[src/rtl/uart_rx_sequencer.sv]
// UART receive sequencer: synchronises the serial line, times bit periods,
// and walks start / data / stop states. It emits each received word with a
// one-cycle valid strobe, or a frame_err strobe when the stop bit is bad.
module uart_rx_sequencer #(
    parameter int CLKS_PER_BIT = 434,
    parameter int DATA_BITS    = 8
) (
    input  logic                 clk,
    input  logic                 rst,
    input  logic                 rx,
    output logic [DATA_BITS-1:0] data,
    output logic                 valid,
    output logic                 frame_err,
    output logic                 busy
);

    localparam int HALF = CLKS_PER_BIT / 2;
    localparam int CW   = $clog2(CLKS_PER_BIT);
    localparam int BW   = $clog2(DATA_BITS + 1);

    localparam logic [CW-1:0] CNT_HALF = CW'(HALF - 1);
    localparam logic [CW-1:0] CNT_LAST = CW'(CLKS_PER_BIT - 1);
    localparam logic [BW-1:0] IDX_LAST = BW'(DATA_BITS - 1);

    typedef enum logic [1:0] {
        IDLE,
        START,
        DATA,
        STOP
    } state_t;

    state_t               state;
    logic                 rx_meta;
    logic                 rxs;
    logic                 rxs_d;
    logic [2:0]           flush;
    logic [CW-1:0]        cnt;
    logic [BW-1:0]        bit_idx;
    logic [DATA_BITS-1:0] shreg;

    // Two-flop synchroniser, one-cycle history for edge detection, and a
    // post-reset fill marker. The sync flops reset high, so until real line
    // samples have reached rxs_d a low line would look like a falling edge;
    // flush[2] blocks start detection until the history holds a true sample.
    always_ff @(posedge clk or posedge rst) begin
        if (rst) begin
            rx_meta <= 1'b1;
            rxs     <= 1'b1;
            rxs_d   <= 1'b1;
            flush   <= '0;
        end else begin
            rx_meta <= rx;
            rxs     <= rx_meta;
            rxs_d   <= rxs;
            flush   <= {flush[1:0], 1'b1};
        end
    end

    // Frame FSM with bit-period counter, shift register and registered strobes.
    always_ff @(posedge clk or posedge rst) begin
        if (rst) begin
            state     <= IDLE;
            cnt       <= '0;
            bit_idx   <= '0;
            shreg     <= '0;
            data      <= '0;
            valid     <= 1'b0;
            frame_err <= 1'b0;
            busy      <= 1'b0;
        end else begin
            valid     <= 1'b0;
            frame_err <= 1'b0;
            case (state)
                IDLE: begin
                    if (flush[2] && rxs_d && !rxs) begin
                        state <= START;
                        cnt   <= '0;
                        busy  <= 1'b1;
                    end
                end
                START: begin
                    if (cnt == CNT_HALF) begin
                        cnt <= '0;
                        if (!rxs) begin
                            state   <= DATA;
                            bit_idx <= '0;
                        end else begin
                            state <= IDLE;
                            busy  <= 1'b0;
                        end
                    end else begin
                        cnt <= cnt + CW'(1);
                    end
                end
                DATA: begin
                    if (cnt == CNT_LAST) begin
                        cnt     <= '0;
                        shreg   <= {rxs, shreg[DATA_BITS-1:1]};
                        bit_idx <= bit_idx + BW'(1);
                        if (bit_idx == IDX_LAST) begin
                            state <= STOP;
                        end
                    end else begin
                        cnt <= cnt + CW'(1);
                    end
                end
                STOP: begin
                    if (cnt == CNT_LAST) begin
                        cnt       <= '0;
                        data      <= shreg;
                        valid     <= rxs;
                        frame_err <= !rxs;
                        state     <= IDLE;
                        busy      <= 1'b0;
                    end else begin
                        cnt <= cnt + CW'(1);
                    end
                end
                default: begin
                    state <= IDLE;
                    busy  <= 1'b0;
                end
            endcase
        end
    end

endmodule

[config.mk]
export PLATFORM = sky130hd
export DESIGN_NAME = uart_rx_sequencer
export DESIGN_NICKNAME = d
export VERILOG_FILES = /design/src/rtl/uart_rx_sequencer.sv
export SDC_FILE = /design/constraint.sdc
export NUM_CORES = 1
export LEC_CHECK = 0
export CORE_MARGIN = 4
export CORE_UTILIZATION = 27
export CTS_CLUSTER_SIZE = 16
export DETAILED_ROUTE_END_ITERATION = 12
export DONT_BUFFER_PORTS = 1
export GPL_TIMING_DRIVEN = 0
export MAX_ROUTING_LAYER = met4
export SYNTH_ARGS = -nofsm -noshare
export SYNTH_HDL_FRONTEND = slang
export SYNTH_SLANG_ARGS = --single-unit
[constraint.sdc]
create_clock -name clk -period 1.71 [get_ports clk]
set_input_delay 0.513 -clock clk [delete_from_list [all_inputs] [get_ports clk]]
set_output_delay 0.513 -clock clk [all_outputs]
set_load 0.01 [all_outputs]
* Word level (Yosys, flattened, before mapping)
Cells that the tools add are included.
** Word-level totals
- Output and inout port bits :: 11
- Latch bits :: 0
- Register bits :: 40
- Memory bits (read-only) :: 0
- Bits in writable memories :: 0
- Input port bits :: 3
- Memories kept :: 0
** Cells by class
- $lt $le $gt $ge :: 0
- Reductions and logical operators :: 12
- Add/sub/neg operators :: 2
- Bitwise logic cells :: 0
- Div/mod/pow operators :: 0
- Shift operators :: 0
- Multipliers :: 0
- Eq/ne operators :: 13
- Muxes and demuxes :: 24
** Operators with widths (number)
- 9-bit two-way mux :: 3
- 9-bit case mux with 3 select lines :: 1
- 2-bit inequality test (second input constant) :: 7
- 2-bit two-way mux :: 6
- 4-bit two-way mux :: 3
- 5-bit AND reduction :: 2
- 9-bit by 1-bit adder with 9-bit output (second input constant) :: 1
- 9-bit by 8-bit equality test with 1-bit output (second input constant) :: 1
- 9-bit equality test (second input constant) :: 1
- 1-bit two-way mux :: 8
- 2-bit case mux with 4 select lines :: 1
- 4-bit case mux with 2 select lines :: 1
- 4-bit by 1-bit adder with 4-bit output (second input constant) :: 1
- 2-bit equality test (second input constant) :: 2
- 4-bit by 3-bit equality test with 1-bit output (second input constant) :: 1
- 2-bit AND reduction :: 2
- 4-bit AND reduction :: 1
- 1-bit case mux with 3 select lines :: 1
- 3-bit nonzero test :: 1
- 2-bit by 1-bit equality test with 1-bit output (second input constant) :: 1
- 1-bit logical AND :: 2
- 2-bit logical NOT :: 1
- 2-bit nonzero test :: 1
- 2-bit OR reduction :: 1
- 1-bit logical NOT :: 1

* Depth between registers and ports, before layout
Gate-level depths: netlist of run 1.
- Word-level depth :: 4
- Gate-level depth with buffers :: 8
- Depth with buffers taken out :: 6

* Least setup slack after synthesis of run 1
OpenSTA, ideal clock, no wires.
- Kind :: flip-flop to flip-flop
- Start :: register cnt[1]
- End :: register shreg[0]
- Path slack :: 0.038 ns
- Library setup time :: 0.125 ns
- Arrival time :: 1.547 ns
- Cell stages (with the launch flop) :: 8
- Cell sequence :: dfrtp_1 inv_1 ha_1 and4b_1 buf_6 nand3_2 nor2_4 mux2_2
** On the way
- Cells in the longest elaborated chain, start to end :: 2
** Ends and longest elaborated chain
- from (decl) :: line 37 : logic [CW-1:0] cnt;
- from (signal assigned) :: line 92 : cnt <= cnt + CW'(1);
- from (signal assigned) :: line 104 : cnt <= cnt + CW'(1);
- from (signal assigned) :: line 116 : cnt <= cnt + CW'(1);
- 9-bit equality test :: line 96 : if (cnt == CNT_LAST) begin
- 2-bit AND reduction (no line)
- to (signal assigned) :: line 98 : shreg <= {rxs, shreg[DATA_BITS-1:1]};
- to (decl) :: line 39 : logic [DATA_BITS-1:0] shreg;
No other way between the ends.
A chain may end at the register's enable or synchronous reset.

* Worst setup path after layout of run 1
- Start :: register cnt[0]
- End :: register cnt[3]
** On the way
- Cells in the longest elaborated chain, start to end :: 3
** Ends and longest elaborated chain
- 9-bit by 1-bit adder with 9-bit output (tied with other cells) :: line 92, 104, 116
- 9-bit two-way mux, on equally long branches :: line 96, 108, 82
- 9-bit case mux with 3 select lines (*) :: line 73 : case (state)
Mark *: on every way between the ends. The rest lies on a longest branch, timed or not.

==> results by stage, run 1 <==
Logic synthesis:
- The number of enable-type register cells in the synthesized netlist is 0.
- In this run the cell area of the synthesized design comes to 0.00191 mm^2.
- After synthesis, the cell types taking the most area are dfrtp_1 49%, mux2_4 5.5%, mux2_2 5.3%, dfstp_2 4.1%, nand2_1 3.7%.
- When the netlist entered floorplanning its net count stood at 166.
- The instance count of the mapped netlist is 159.
- Dividing the synthesized area by the synthesized cell count gives 12.0 um^2.
- The top-area cell type share of the netlist area is 48.6%.
- The number of warnings printed during yosys synthesis is 0.
- In this run, synthesis produced a sequential element count of 40.
- The most used standard cell by instance count after synthesis is dfrtp_1.
- Among all flip-flop cells after synthesis, the most frequent one is dfrtp_1.
- The synthesized netlist contains 44 unique library cells.
- The cell type with the largest total area after synthesis is dfrtp_1.
- For this run, asynchronously set or reset flops after synthesis account for 100%.
- Sorting the synthesized cells by how often they occur yields 37 x dfrtp_1, 19 x nand2_1, 9 x mux2_2.
- The share of the yosys chip area belonging to registers is 52.7%.

Worst setup path:
- The worst setup path is captured at a flip-flop.
- The internal reg-to-reg setup slack is -0.03 ns.
- The category of the critical setup timing path is reg2reg.
- The worst setup path is launched from a flip-flop.
- The delay of the slowest cell on the worst path is 0.47 ns.
- The end of the critical path is cnt[3]$_DFFE_PP0P_.
- In this run the worst path has a maximum fanout of 6.
- The critical path contains buffers and inverters numbering 3 combined.
- The largest delay contributor family on the critical path is flip-flops.
- In this run the critical register-to-register path is launched from cnt[0]$_DFFE_PP0P_.
- The startpoint of the worst setup timing path is cnt[0]$_DFFE_PP0P_.
- The path depth of the worst reg2reg path is 8.
- The required time of the worst setup path is 1.93 ns.
- The cell seen most often among critical-path stages is buf_6.
- The worst register-to-register path ends at cnt[3]$_DFFE_PP0P_.
- The signal on the critical path passes through ha_4 > and4b_1 > buf_6 > buf_12 > a21oi_4 > buf_6 > nor2_2 > o211ai_2.
- The total stage count of the critical path is 8.
- The largest individual stage delay along the critical path comes from the cell dfrtp_2.
- Data on the critical path arrives at its endpoint at 1.95 ns.

Pwr:
- The switching power is 0.949 mW.
- The total power per unit cell area is 1150 mW/mm^2.
- Summed over all cells, the static leakage comes to 1.10 nW.
- The design internal power is 1.86 mW.
- Of the total power, combinational logic draws 31.0%.
- The portion of total power attributed to sequential cells is 42.1%.
- Per report_power, the clock group accounts for 26.9% of the total.
- The share of total power consumed by net switching is 33.8%.
- IR analysis of the VDD net gives a maximum drop of 0.474 mV.

Job:
- The max-capacitance violation count is 0.

Floorplan:
- In this run the vertical extent of the chip is 92.0 um.
- The initial core utilization is 27.9%.
- The die width is 92.0 um.
- The floorplan step defined a die boundary enclosing 0.00847 mm^2.
- Pin placement for this block handled 14 I/O pins.
- In this run the standard cell core region covers 0.00683 mm^2.
- In this run the core area contains 30 standard-cell rows.

Cells and area:
- The number of antenna diodes in the final layout is 0.
- The layout overhead on the synthesized area is 28.8%.
- The post-route netlist has 39.0% of its cells at a drive strength greater than 1.
- In the final design database the tool counted 188 nets.
- For this run, the number of standard cells in the final layout without fillers is 278.

Route:
- In the routed design, unresolved DRC markers number 0.
- The number of detailed-routing iterations run before antenna repair is 4.
- Using the TritonRoute via totals, the vias-per-cell ratio works out to 4.60.
- The violation count after the first detailed-route iteration is 41.
- The routed layout has 1280 vias.
- For this block, the routed nets add up to 3930 um of wire.
- The number of antenna-violating nets in the routed design is 0.
- The routed wire length per instance is 14.2 um.

Status:
- The flow ran to the end, but the final reports show violations.
- The final reports fail on negative setup slack.

Place:
- The placer's final routability congestion estimate is 0.763.
- Buffers placed on the I/O ports in this run total 0.
- The wire-length estimate of the detail-placed layout is 2270 um.
- Before CTS, the worst setup slack after placement is -0.142 ns.
- Counting tap cells, the placed design contains a total of 255 instances.

CTS:
- The number of clock sinks seen by CTS is 40.
- The clock tree synthesis step divided the H-tree into 2 levels.
- The buffer cell driving the clock tree root is clkbuf_8.
- After clock tree synthesis, the clock-pin slew on the worst setup and hold paths is 0.08 ns.
- TritonCTS created 5 clock buffers.
- The clock reaches the later pin of the worst-skew pair after 0.29 ns.
- The TritonCTS clock tree is yes.
- In this run the deepest clock path goes through 2 buffers.

STA:
- The worst clock skew is 0.00773 ns.
- Setup repair after global routing could not meet its margin everywhere.
- The worst max-slew margin expressed relative to the limit is 44.1%.
- The hold violation count in the final report was 0.
- The setup-violating endpoint count in the final report is 17.
- For the finished layout, the period the worst path requires is 1.74 ns.
- Based on the critical path, the design can be clocked at up to 0.575 GHz.
- The final worst slack is -0.0288 ns.
- In the finished design, the share of the clock period the worst path needs comes to 102%.
- The transition time of the tightest slew-check pin is 0.838 ns.
- The final max-slew violation count is 0.

Global route:
- The final global-route overflow total is 0.
- The initial antenna violation count is 0.
- The total global-route track usage is 9.77%.
- The first global-routing pass estimated 6590 um of wire.
- The pin count of the biggest net entering global routing is 41.
- The number of global-route vias before repair is 1305.

Hold path:
- The path class of the tightest hold or removal check is in2reg.
- The worst hold path begins at rx.
[final cells by class]
| class | count | area (um^2) |
|---|---|---|
| Fill cell | 675 | 4380 |
| Multi-Input combinational cell | 105 | 951 |
| Timing Repair Buffer | 15 | 171 |
| Sequential cell | 40 | 1010 |
| Clock buffer | 6 | 72.6 |
| Buffer | 7 | 70.1 |
| Inverter | 7 | 26.3 |
| Tap cell | 96 | 120 |
| Clock inverter | 2 | 35.0 |
[state kept, by name (all words and copies together) (netlist names), 3 cells and up, named ones only]
name,cells
bit_idx,4
cnt,9
data,8
flush,3
shreg,8
[metrics by stage]
step | util (%) | hold WS (ns) | cell area (um^2) | TNS [ns] | power, mW
2_1_floorplan | - | 0.331 | 1910 | 0 | 1.65
3_3_place_gp | 29.7 | 0.331 | 2030 | -7.95 | 1.78
3_5_place_dp | 29.7 | 0.335 | 2030 | -1.58 | 1.80
4_1_cts | 33.5 | 0.208 | 2290 | -0.482 | 2.66
5_1_grt | 35.9 | 0.191 | 2450 | -2.70 | 3.00
6_report | 35.9 | 0.221 | 2450 | -0.235 | 2.81
[power groups by stage]
| stage | Sequential, mW | Clock [mW] | Combinational, mW |
|---|---|---|---|
| after floorplan | 1.16 | 0 | 0.493 |
| after global placement | 1.18 | 0 | 0.602 |
| after detailed placement | 1.19 | 0 | 0.616 |
| after CTS | 1.17 | 0.782 | 0.712 |
| after global routing | 1.21 | 0.832 | 0.967 |
| final | 1.18 | 0.757 | 0.872 |
[cell usage in the layout (no fill, tap or decap), types with 2 or more instances in the layout]
| cell type | n |
|---|---|
| nor2_1 | 4 |
| o22ai_1 | 4 |
| xnor2_1 | 2 |
| clkbuf_8 | 5 |
| inv_1 | 5 |
| inv_2 | 2 |
| a31oi_1 | 4 |
| xor2_1 | 2 |
| buf_4 | 10 |
| nor3_1 | 3 |
| buf_2 | 2 |
| o31a_1 | 2 |
| o22ai_2 | 3 |
| nand3_1 | 3 |
| nand2_1 | 19 |
| o21ai_2 | 2 |
| dfstp_2 | 3 |
| nor2b_1 | 3 |
| buf_6 | 5 |
| dfrtp_2 | 2 |
| dfrtp_1 | 35 |
| a21oi_1 | 2 |
| ha_1 | 3 |
| o21ai_1 | 3 |
| o21a_1 | 3 |
| nor4_1 | 2 |
| mux2_4 | 15 |
| buf_12 | 3 |
| and4b_1 | 2 |
| nand4_1 | 2 |
[kinds of logic (layout without fill, tap and decap cells)]
family / after synthesis / after routing / synth area share (%)
mux: 17 / 17 / 11.4
fa+ha+maj: 4 / 4 / 2.63
simple gates: 50 / 50 / 15.9
compound gates: 29 / 29 / 11.2
buf+inv: 14 / 37 / 4.20
flops: 40 / 40 / 52.7
other cells: 1 / 1 / 0.197
xor+xnor: 4 / 4 / 1.84
[worst register-to-register path, stage by stage (launching register included)]
cell	delay (ns)
dfrtp_2	0.47
ha_4	0.18
and4b_1	0.21
buf_6	0.14
buf_12	0.12
a21oi_4	0.20
buf_6	0.17
nor2_2	0.05
o211ai_2	0.14
[routing by layer]
layer / track usage (%) / vias up / routed length, um
met2: 14.2 / 14 / 1850
met5: - / - / 0
li1: - / 612 / -
met4: 2.10 / 0 / 49
met1: 13.4 / 647 / 1920
met3: 3.04 / 7 / 113
[timing repair]
| item | 4_1_cts | 5_1_grt |
|---|---|---|
| setup buffers | 7 | 5 |
| endpoints found under the hold margin | 0 | 0 |
| cloned | 1 | 2 |
| setup endpoints to repair | 26 | 29 |
| resized for setup | 16 | 23 |
| pin swaps | 3 | 5 |
| hold buffers | 0 | 0 |
[worst min-delay path by stage]
stage	cells past startpoint	slack (ns)	to
floorplan	0	0.33	flush[1]$_DFF_PP0_
global placement	0	0.33	flush[1]$_DFF_PP0_
detailed placement	0	0.33	flush[2]$_DFF_PP0_
CTS	0	0.21	rx_meta$_DFF_PP1_
global route	0	0.19	rx_meta$_DFF_PP1_
finish	0	0.22	rx_meta$_DFF_PP1_
Note: power is estimated with default switching activity, not from simulation.
==> run 2, diff against run 1 <==
--- a/config.mk
+++ b/config.mk
@@ -10,8 +10,8 @@
 export CTS_CLUSTER_SIZE = 16
 export DETAILED_ROUTE_END_ITERATION = 12
 export DONT_BUFFER_PORTS = 1
-export GPL_TIMING_DRIVEN = 0
 export MAX_ROUTING_LAYER = met4
+export PLACE_DENSITY = 0.53
 export SYNTH_ARGS = -nofsm -noshare
 export SYNTH_HDL_FRONTEND = slang
 export SYNTH_SLANG_ARGS = --single-unit
==> results by stage, run 2 (synthesis gave the netlist of run 1 again) <==
Global route:
- Global routing finished with a remaining overflow of 0.
- The pin count of the biggest net entering global routing is 29.
- The initial antenna violation count is 0.
- The number of global-route vias before repair is 1270.
- The first global-routing pass estimated 6280 um of wire.
- In the global route stage, overall resource usage came out at 9.46%.

Cells and area:
- More flip-flops sit in one register than any other, and that register is cnt.
- The final-layout fill cell count is 680.
- The top cell types in the final layout, fill and taps aside, are 37 x dfrtp_1, 23 x buf_4, 19 x nand2_1, 11 x mux2_4.
- The share of the core filled with cells in the final layout is 35.6%.
- Relative to the synthesized area, the layout overhead comes to 27.5%.
- The net count of the finished layout is 194.
- The register with the most flip-flops in the layout has 9 of them.
- The multi-input logic area is 943 um^2.
- The sequential cell area in the final layout is 0.00100 mm^2.
- The antenna diode count is 0.
- The largest registers in the layout are cnt: 9 flops, data: 8 flops, shreg: 8 flops.
- In the final layout, the share of cells above drive strength 1 is 42.0%.
- The finished cells cover 0.00243 mm^2.
- Leaving out fill and tap cells, the most frequent cell in the layout is dfrtp_1.

Route:
- The wire length after detailed routing is 3860 um.
- After detailed routing, the number of remaining DRC violations is 0.
- Once detail routing completed, the nets flagged for antenna violations numbered 0.
- The pre-antenna-repair detailed-routing pass consisted of 4 iterations.
- After detailed routing, the number of vias per cell comes to 4.49.
- The routed layout has 1274 vias.
- In the final routed layout, each cell accounts on average for 13.6 um.
- After the first detailed-routing iteration, the DRC count stood at 52.

Floorplan:
- The full die area is 0.00847 mm^2.
- The vertical die dimension is 92.0 um.
- The initial core utilization is 27.9%.
- Row generation in the floorplan step produced 30 rows.
- The core area is 0.00683 mm^2.
- The die width is 92.0 um.
- Pin placement for this block handled 14 I/O pins.

STA:
- Across the routed clock network, the largest skew measured is 0.00809 ns.
- The post-route minimum period is 1.69 ns.
- Timing would allow up to 0.591 GHz.
- The final max-slew violation count is 0.
- Setup repair after global routing could not meet its margin everywhere.
- The setup-violating endpoint count in the final report is 0.
- After layout, the worst path uses 99.0% of the clock period.
- The hold violation count in the final report came to 0.

CTS:
- Counting the buffers created by CTS gives 5.
- The tree built by TritonCTS fans out to 40 sinks.
- No sink is reached through more buffers than the 2 on the longest clock path.
- In this run the clock root is driven by a clkbuf_8.
- CTS built an H-tree with a depth of 2.
- The clock transition at the registers of the reported paths is 0.08 ns.
- The insertion delay to the later sink of the worst-skew pair is 0.29 ns.
- TritonCTS built the clock tree.

Pwr:
- Summed over all cells, the static leakage comes to 1.11 nW.
- In this run switching power makes up 34.6% of total power.
- The combinational share of power is 36.8%.
- Sequential cells account for 40.1% of the total power.
- Summed over all nets, the switching power comes to 0.992 mW.
- The design internal power is 1.87 mW.
- Of the total power, the clock network draws 23.0%.
- The total power per unit cell area is 1180 mW/mm^2.
- The largest voltage drop on the vdd net is 0.451 mV.

Worst setup path:
- The critical path goes through ha_1 > and4b_2 > buf_4 > a21oi_4 > buf_4 > nor3_2 > a21oi_1.
- The required time of the worst setup path is 1.92 ns.
- The largest individual stage delay along the critical path comes from the cell dfrtp_1.
- Data on the critical path arrives at its endpoint at 1.90 ns.
- The worst setup path is of the reg2reg kind.
- Along the worst path, the maximum fanout reaches 7.
- Setup slack on the worst reg-to-reg path comes out at 0.02 ns.
- STA classifies the critical path startpoint as a flip-flop.
- In this design, the stage delay of the slowest critical-path cell is 0.41 ns.
- STA classifies the critical path endpoint as a flip-flop.
- The cell seen most often among critical-path stages is buf_4.

Job:
- The max-capacitance violation count is 0.

Status:
- The flow ran to the end, and the final reports show no timing, DRC or antenna violations.

Hold path:
- The path type of the worst min-delay path is in2async.

Place:
- The congestion estimate from routability-driven global placement came to 0.786.
- Summed over all nets, the half-perimeter wirelength after detailed placement is 2550 um.
- The count of port buffers added during placement is 0.
- Once placement finished, the instance area stood at 0.00211 mm^2.
## run 2: changes by cell type in the layout (fill, tap and decap cells not counted), moves of 2 or more
| cell | previous run | this run |
|---|---|---|
| o22ai_2 | 3 | 5 |
| o22ai_1 | 4 | 2 |
| dfrtp_2 | 2 | 0 |
| buf_2 | 2 | 0 |
| clkinvlp_4 | 0 | 2 |
| dfrtp_1 | 35 | 37 |
| buf_4 | 10 | 23 |
| buf_12 | 3 | 1 |
| mux2_4 | 15 | 11 |
| mux2_2 | 1 | 5 |
## run 2: power by group through the flow
stage          combinational (mW)  clock [mW]  sequential [mW]
3_3_place_gp                0.759           0             1.15
5_1_grt                      1.16       0.731             1.16
3_5_place_dp                0.761           0             1.16
2_1_floorplan               0.493           0             1.16
6_report                     1.06       0.660             1.15
4_1_cts                     0.811       0.686             1.14
## run 2: stage by stage
| stage | TNS [ns] | power (mW) | cells | hold WS, ns | worst slack (ns) |
|---|---|---|---|---|---|
| 5_1_grt | -0.758 | 3.05 | 284 | 0.130 | -0.0667 |
| 3_3_place_gp | -0.688 | 1.91 | 266 | 0.334 | -0.0620 |
| 4_1_cts | -0.00669 | 2.64 | 276 | 0.130 | -0.00228 |
| 3_5_place_dp | -1.43 | 1.92 | 266 | 0.338 | -0.115 |
| 6_report | 0 | 2.87 | 284 | 0.124 | 0.0176 |
| 2_1_floorplan | 0 | 1.65 | 159 | 0.331 | 0.0379 |
## run 2: path summary, 6_finish.rpt
path,depth (start not counted),endpoint,start
setup / recovery,7,cnt[0]$_DFFE_PP0P_,cnt[0]$_DFFE_PP0P_
hold / removal,2,flush[0]$_DFF_PP0_,rst
setup reg to reg,7,cnt[0]$_DFFE_PP0P_,cnt[0]$_DFFE_PP0P_
hold reg to reg,0,flush[1]$_DFF_PP0_,flush[0]$_DFF_PP0_
max in group asynchronous,2,cnt[6]$_DFFE_PP0P_,rst
min in group clk,0,rx_meta$_DFF_PP1_,rx
## run 2: cell type report
cell class / instances / area share (%)
flip-flops and latches: 40 / 41.3
multi-input cells: 105 / 38.8
repair buffers: 28 / 9.78
well taps: 96 / 4.94
clock buffers: 6 / 3.40
inverters: 7 / 1.08
clock inverters: 2 / 0.618
## run 2: repair_timing
action                                  4_1_cts  5_1_grt
pin swaps                                     4       17
resized for setup                            10       21
hold endpoints to repair                      0        0
hold buffers                                  0        0
buffers inserted                              2        7
gates cloned                                  0        1
endpoints found under the setup margin       29       30
## run 2: metal layers
| layer | part of all wire, % | GRT usage (%) | wire (um) | vias up |
|---|---|---|---|---|
| met5 | 0 | - | 0 | - |
| met3 | 2.6 | 2.46 | 102 | 4 |
| met4 | 0.93 | 3.71 | 36 | 0 |
| li1 | - | - | - | 627 |
| met1 | 49 | 12.2 | 1870 | 626 |
| met2 | 48 | 14.2 | 1850 | 17 |
## run 2: critical path, delay by kind of cell, from the launching register on
family                     cells  cell delay [ns]
adders and majority gates      1             0.20
AOI/OAI and AO/OA              2             0.35
buffers and inverters          2             0.35
DFF                            1             0.41
and+or+nand+nor                2             0.30
==> run 3, diff against run 2 <==
--- a/config.mk
+++ b/config.mk
@@ -5,6 +5,8 @@
 export SDC_FILE = /design/constraint.sdc
 export NUM_CORES = 1
 export LEC_CHECK = 0
+export ABC_CLOCK_PERIOD_IN_PS = 1710
+export CAP_MARGIN = 40
 export CORE_MARGIN = 4
 export CORE_UTILIZATION = 27
 export CTS_CLUSTER_SIZE = 16
@@ -12,6 +14,7 @@
 export DONT_BUFFER_PORTS = 1
 export MAX_ROUTING_LAYER = met4
 export PLACE_DENSITY = 0.53
+export SKIP_CTS_REPAIR_TIMING = 1
 export SYNTH_ARGS = -nofsm -noshare
 export SYNTH_HDL_FRONTEND = slang
 export SYNTH_SLANG_ARGS = --single-unit
==> results by stage, run 3 (synthesis gave the netlist of run 1 again) <==
Cells and area:
- The finished cells cover 0.00245 mm^2.
- The post-route netlist has 43.6% of its cells at a drive strength greater than 1.
- The largest registers in the layout are cnt: 9 flops, data: 8 flops, shreg: 8 flops.
- After filler insertion, the fill cell instance count of the layout stands at 682.
- The register with the most flip-flops is cnt.
- The register with the most flip-flops in the layout has 9 of them.
- In the layout the commonest cells are 36 x dfrtp_1, 23 x buf_4, 19 x nand2_1, 15 x mux2_4, 6 x clkbuf_8.
- The repair_antennas step left the layout with diodes totalling 0.
- The finished layout holds 284 standard cells, fillers aside.
- The layout overhead on the synthesized area is 28.8%.
- After the last flow step, the layout net total stands at 194.
- The most frequent standard cell in the layout excluding fill and tap cells is dfrtp_1.

Global route:
- The global-route wire length before repair is 6090 um.
- Global routing consumed, over all layers together, 9.21% of the routing resources.
- The number of global-route vias before repair is 1247.
- For this run the aggregate overflow at the end of global routing stands at 0.
- Entering global routing, the biggest net connects 29 pins.
- The initial antenna violation count was 0.

Route:
- The remaining design rule violation count is 0.
- In this run, the number of DRC markers left after iteration 0 of detailed routing was 66.
- Dividing the detail-routed wire length by the instance count gives 13.7 um.
- The overall via count from detail_route is 1278.
- In the routed layout, each cell is associated on average with a via count of 4.50.
- The wire length after detailed routing is 3890 um.
- The first TritonRoute pass finished after 4 iterations.
- The number of antenna-violating nets in the routed design is 0.

Place:
- During placement, the flow inserted port buffers numbering 0.
- The worst slack at placement is -0.115 ns.
- The wire-length estimate of the detail-placed layout is 2550 um.
- The number of cells in the design after placement is 266.
- The standard cell area after detailed placement is 0.00211 mm^2.
- The placer's final routability congestion estimate is 0.786.

CTS:
- The number of clock sinks seen by CTS is 40.
- The buffer cell driving the clock tree root is clkbuf_8.
- The TritonCTS clock tree is yes.
- The clock transition at the registers of the reported paths is 0.08 ns.
- The H-tree depth is 2.
- The clock tree buffer depth is 2.
- In this run, CTS created clock tree buffers numbering 5.
- The later pin in the worst-skew pair is clocked with a latency of 0.29 ns.

STA:
- The portion of the clock cycle consumed by the worst path in the final layout is 101%.
- The worst clock skew is 0.00647 ns.
- Setup repair after global routing could not meet its margin everywhere.
- The final worst slack is -0.0206 ns.
- The worst path in the final design needs a cycle of 1.73 ns, including I/O delays and setup.
- The hold violation count in the final report is 0.
- Setup violations remaining at the end of the flow were counted as 8.
- The final max-slew violation count was 0.
- Derived from the worst setup path, the maximum achievable clock frequency is 0.578 GHz.

Floorplan:
- The floorplan step set the die height to 92.0 um.
- The core area is 0.00683 mm^2.
- The initial core utilization is 27.9%.
- From left edge to right edge, the die measures 92.0 um.
- The full die area is 0.00847 mm^2.
- The I/O pin count is 14.
- The floorplan row count is 30.

Worst setup path:
- The category of the critical setup timing path is reg2reg.
- STA puts the critical path data arrival time at 1.90 ns.
- The path depth of the worst reg2reg path is 7.
- STA classifies the critical path endpoint as a flip-flop.
- The kind of start point of the critical path is a flip-flop.
- The required time of the worst setup path is 1.88 ns.
- The critical path goes through inv_2 > ha_4 > and4b_2 > nand3_2 > nor2_4 > buf_12 > mux2_4.
- The largest delay contributor family on the critical path is simple AND/OR/NAND/NOR gates.
- The delay of the slowest cell on the worst path is 0.40 ns.
- In this run the number of cells on the critical path is 7.
- The worst-path cell with the longest stage delay is dfrtp_1.
- Along the worst path, the maximum fanout reaches 8.
- Together, buffers and inverters on the worst path number 2.

Status:
- The checks that failed: negative setup slack.
- The run finished, with violations left.

Hold path:
- The tightest min-delay check is of the in2async type.

Pwr:
- The analysis attributes to cell leakage a power of 1.11 nW.
- For this design the ratio of total power to cell area is 1170 mW/mm^2.
- The largest voltage drop on the vdd net is 0.471 mV.
- The design draws 2.88 mW.

Job:
- The max-capacitance violation count is 0.
-- run 3: cell counts in the layout (fill, tap and decap cells not counted) --
No cell type changed its count.
-- run 3: per-stage QoR --
stage                     utilization (%)  setup TNS, ns  hold WS [ns]
after global placement               30.8         -0.688         0.334
after CTS                            32.3          -2.00         0.130
final                                35.9        -0.0532         0.123
after detailed placement             30.8          -1.43         0.338
after global routing                 35.9          -1.20         0.130
after floorplan                         -              0         0.331
-- run 3: cell type report --
cell class	instances	area, um^2	share of cell area (%)
Clock inverter	2	15.0	0.612
Inverter	7	26.3	1.07
Tap cell	96	120	4.90
Multi-Input combinational cell	105	966	39.4
Sequential cell	40	1010	41.0
Timing Repair Buffer	28	238	9.69
Clock buffer	6	82.6	3.37
-- run 3: worst paths after layout --
kind | endpoint | slack [ns] | start
max in group asynchronous | cnt[6]$_DFFE_PP0P_ | 1.23 | rst
setup reg to reg | shreg[7]$_DFFE_PP0P_ | -0.02 | cnt[1]$_DFFE_PP0P_
hold / removal | flush[0]$_DFF_PP0_ | 0.12 | rst
min in group clk | rx_meta$_DFF_PP1_ | 0.21 | rx
setup / recovery | shreg[7]$_DFFE_PP0P_ | -0.02 | cnt[1]$_DFFE_PP0P_
hold reg to reg | flush[1]$_DFF_PP0_ | 0.35 | flush[0]$_DFF_PP0_
-- run 3: where the power goes --
part	internal, mW	switching, mW	leakage [nW]
sequential	1.05	0.106	0.528
combinational	0.502	0.556	0.539
clock	0.326	0.335	0.0434
total	1.88	0.997	1.11
-- run 3: per-layer routing --
metal | global-route usage [%] | vias up | part of all wire [%]
met5 | - | - | 0
met4 | 3.96 | 0 | 1.1
met2 | 13.9 | 14 | 47
met1 | 11.6 | 632 | 50
met3 | 2.54 | 4 | 2.4
li1 | - | 628 | -
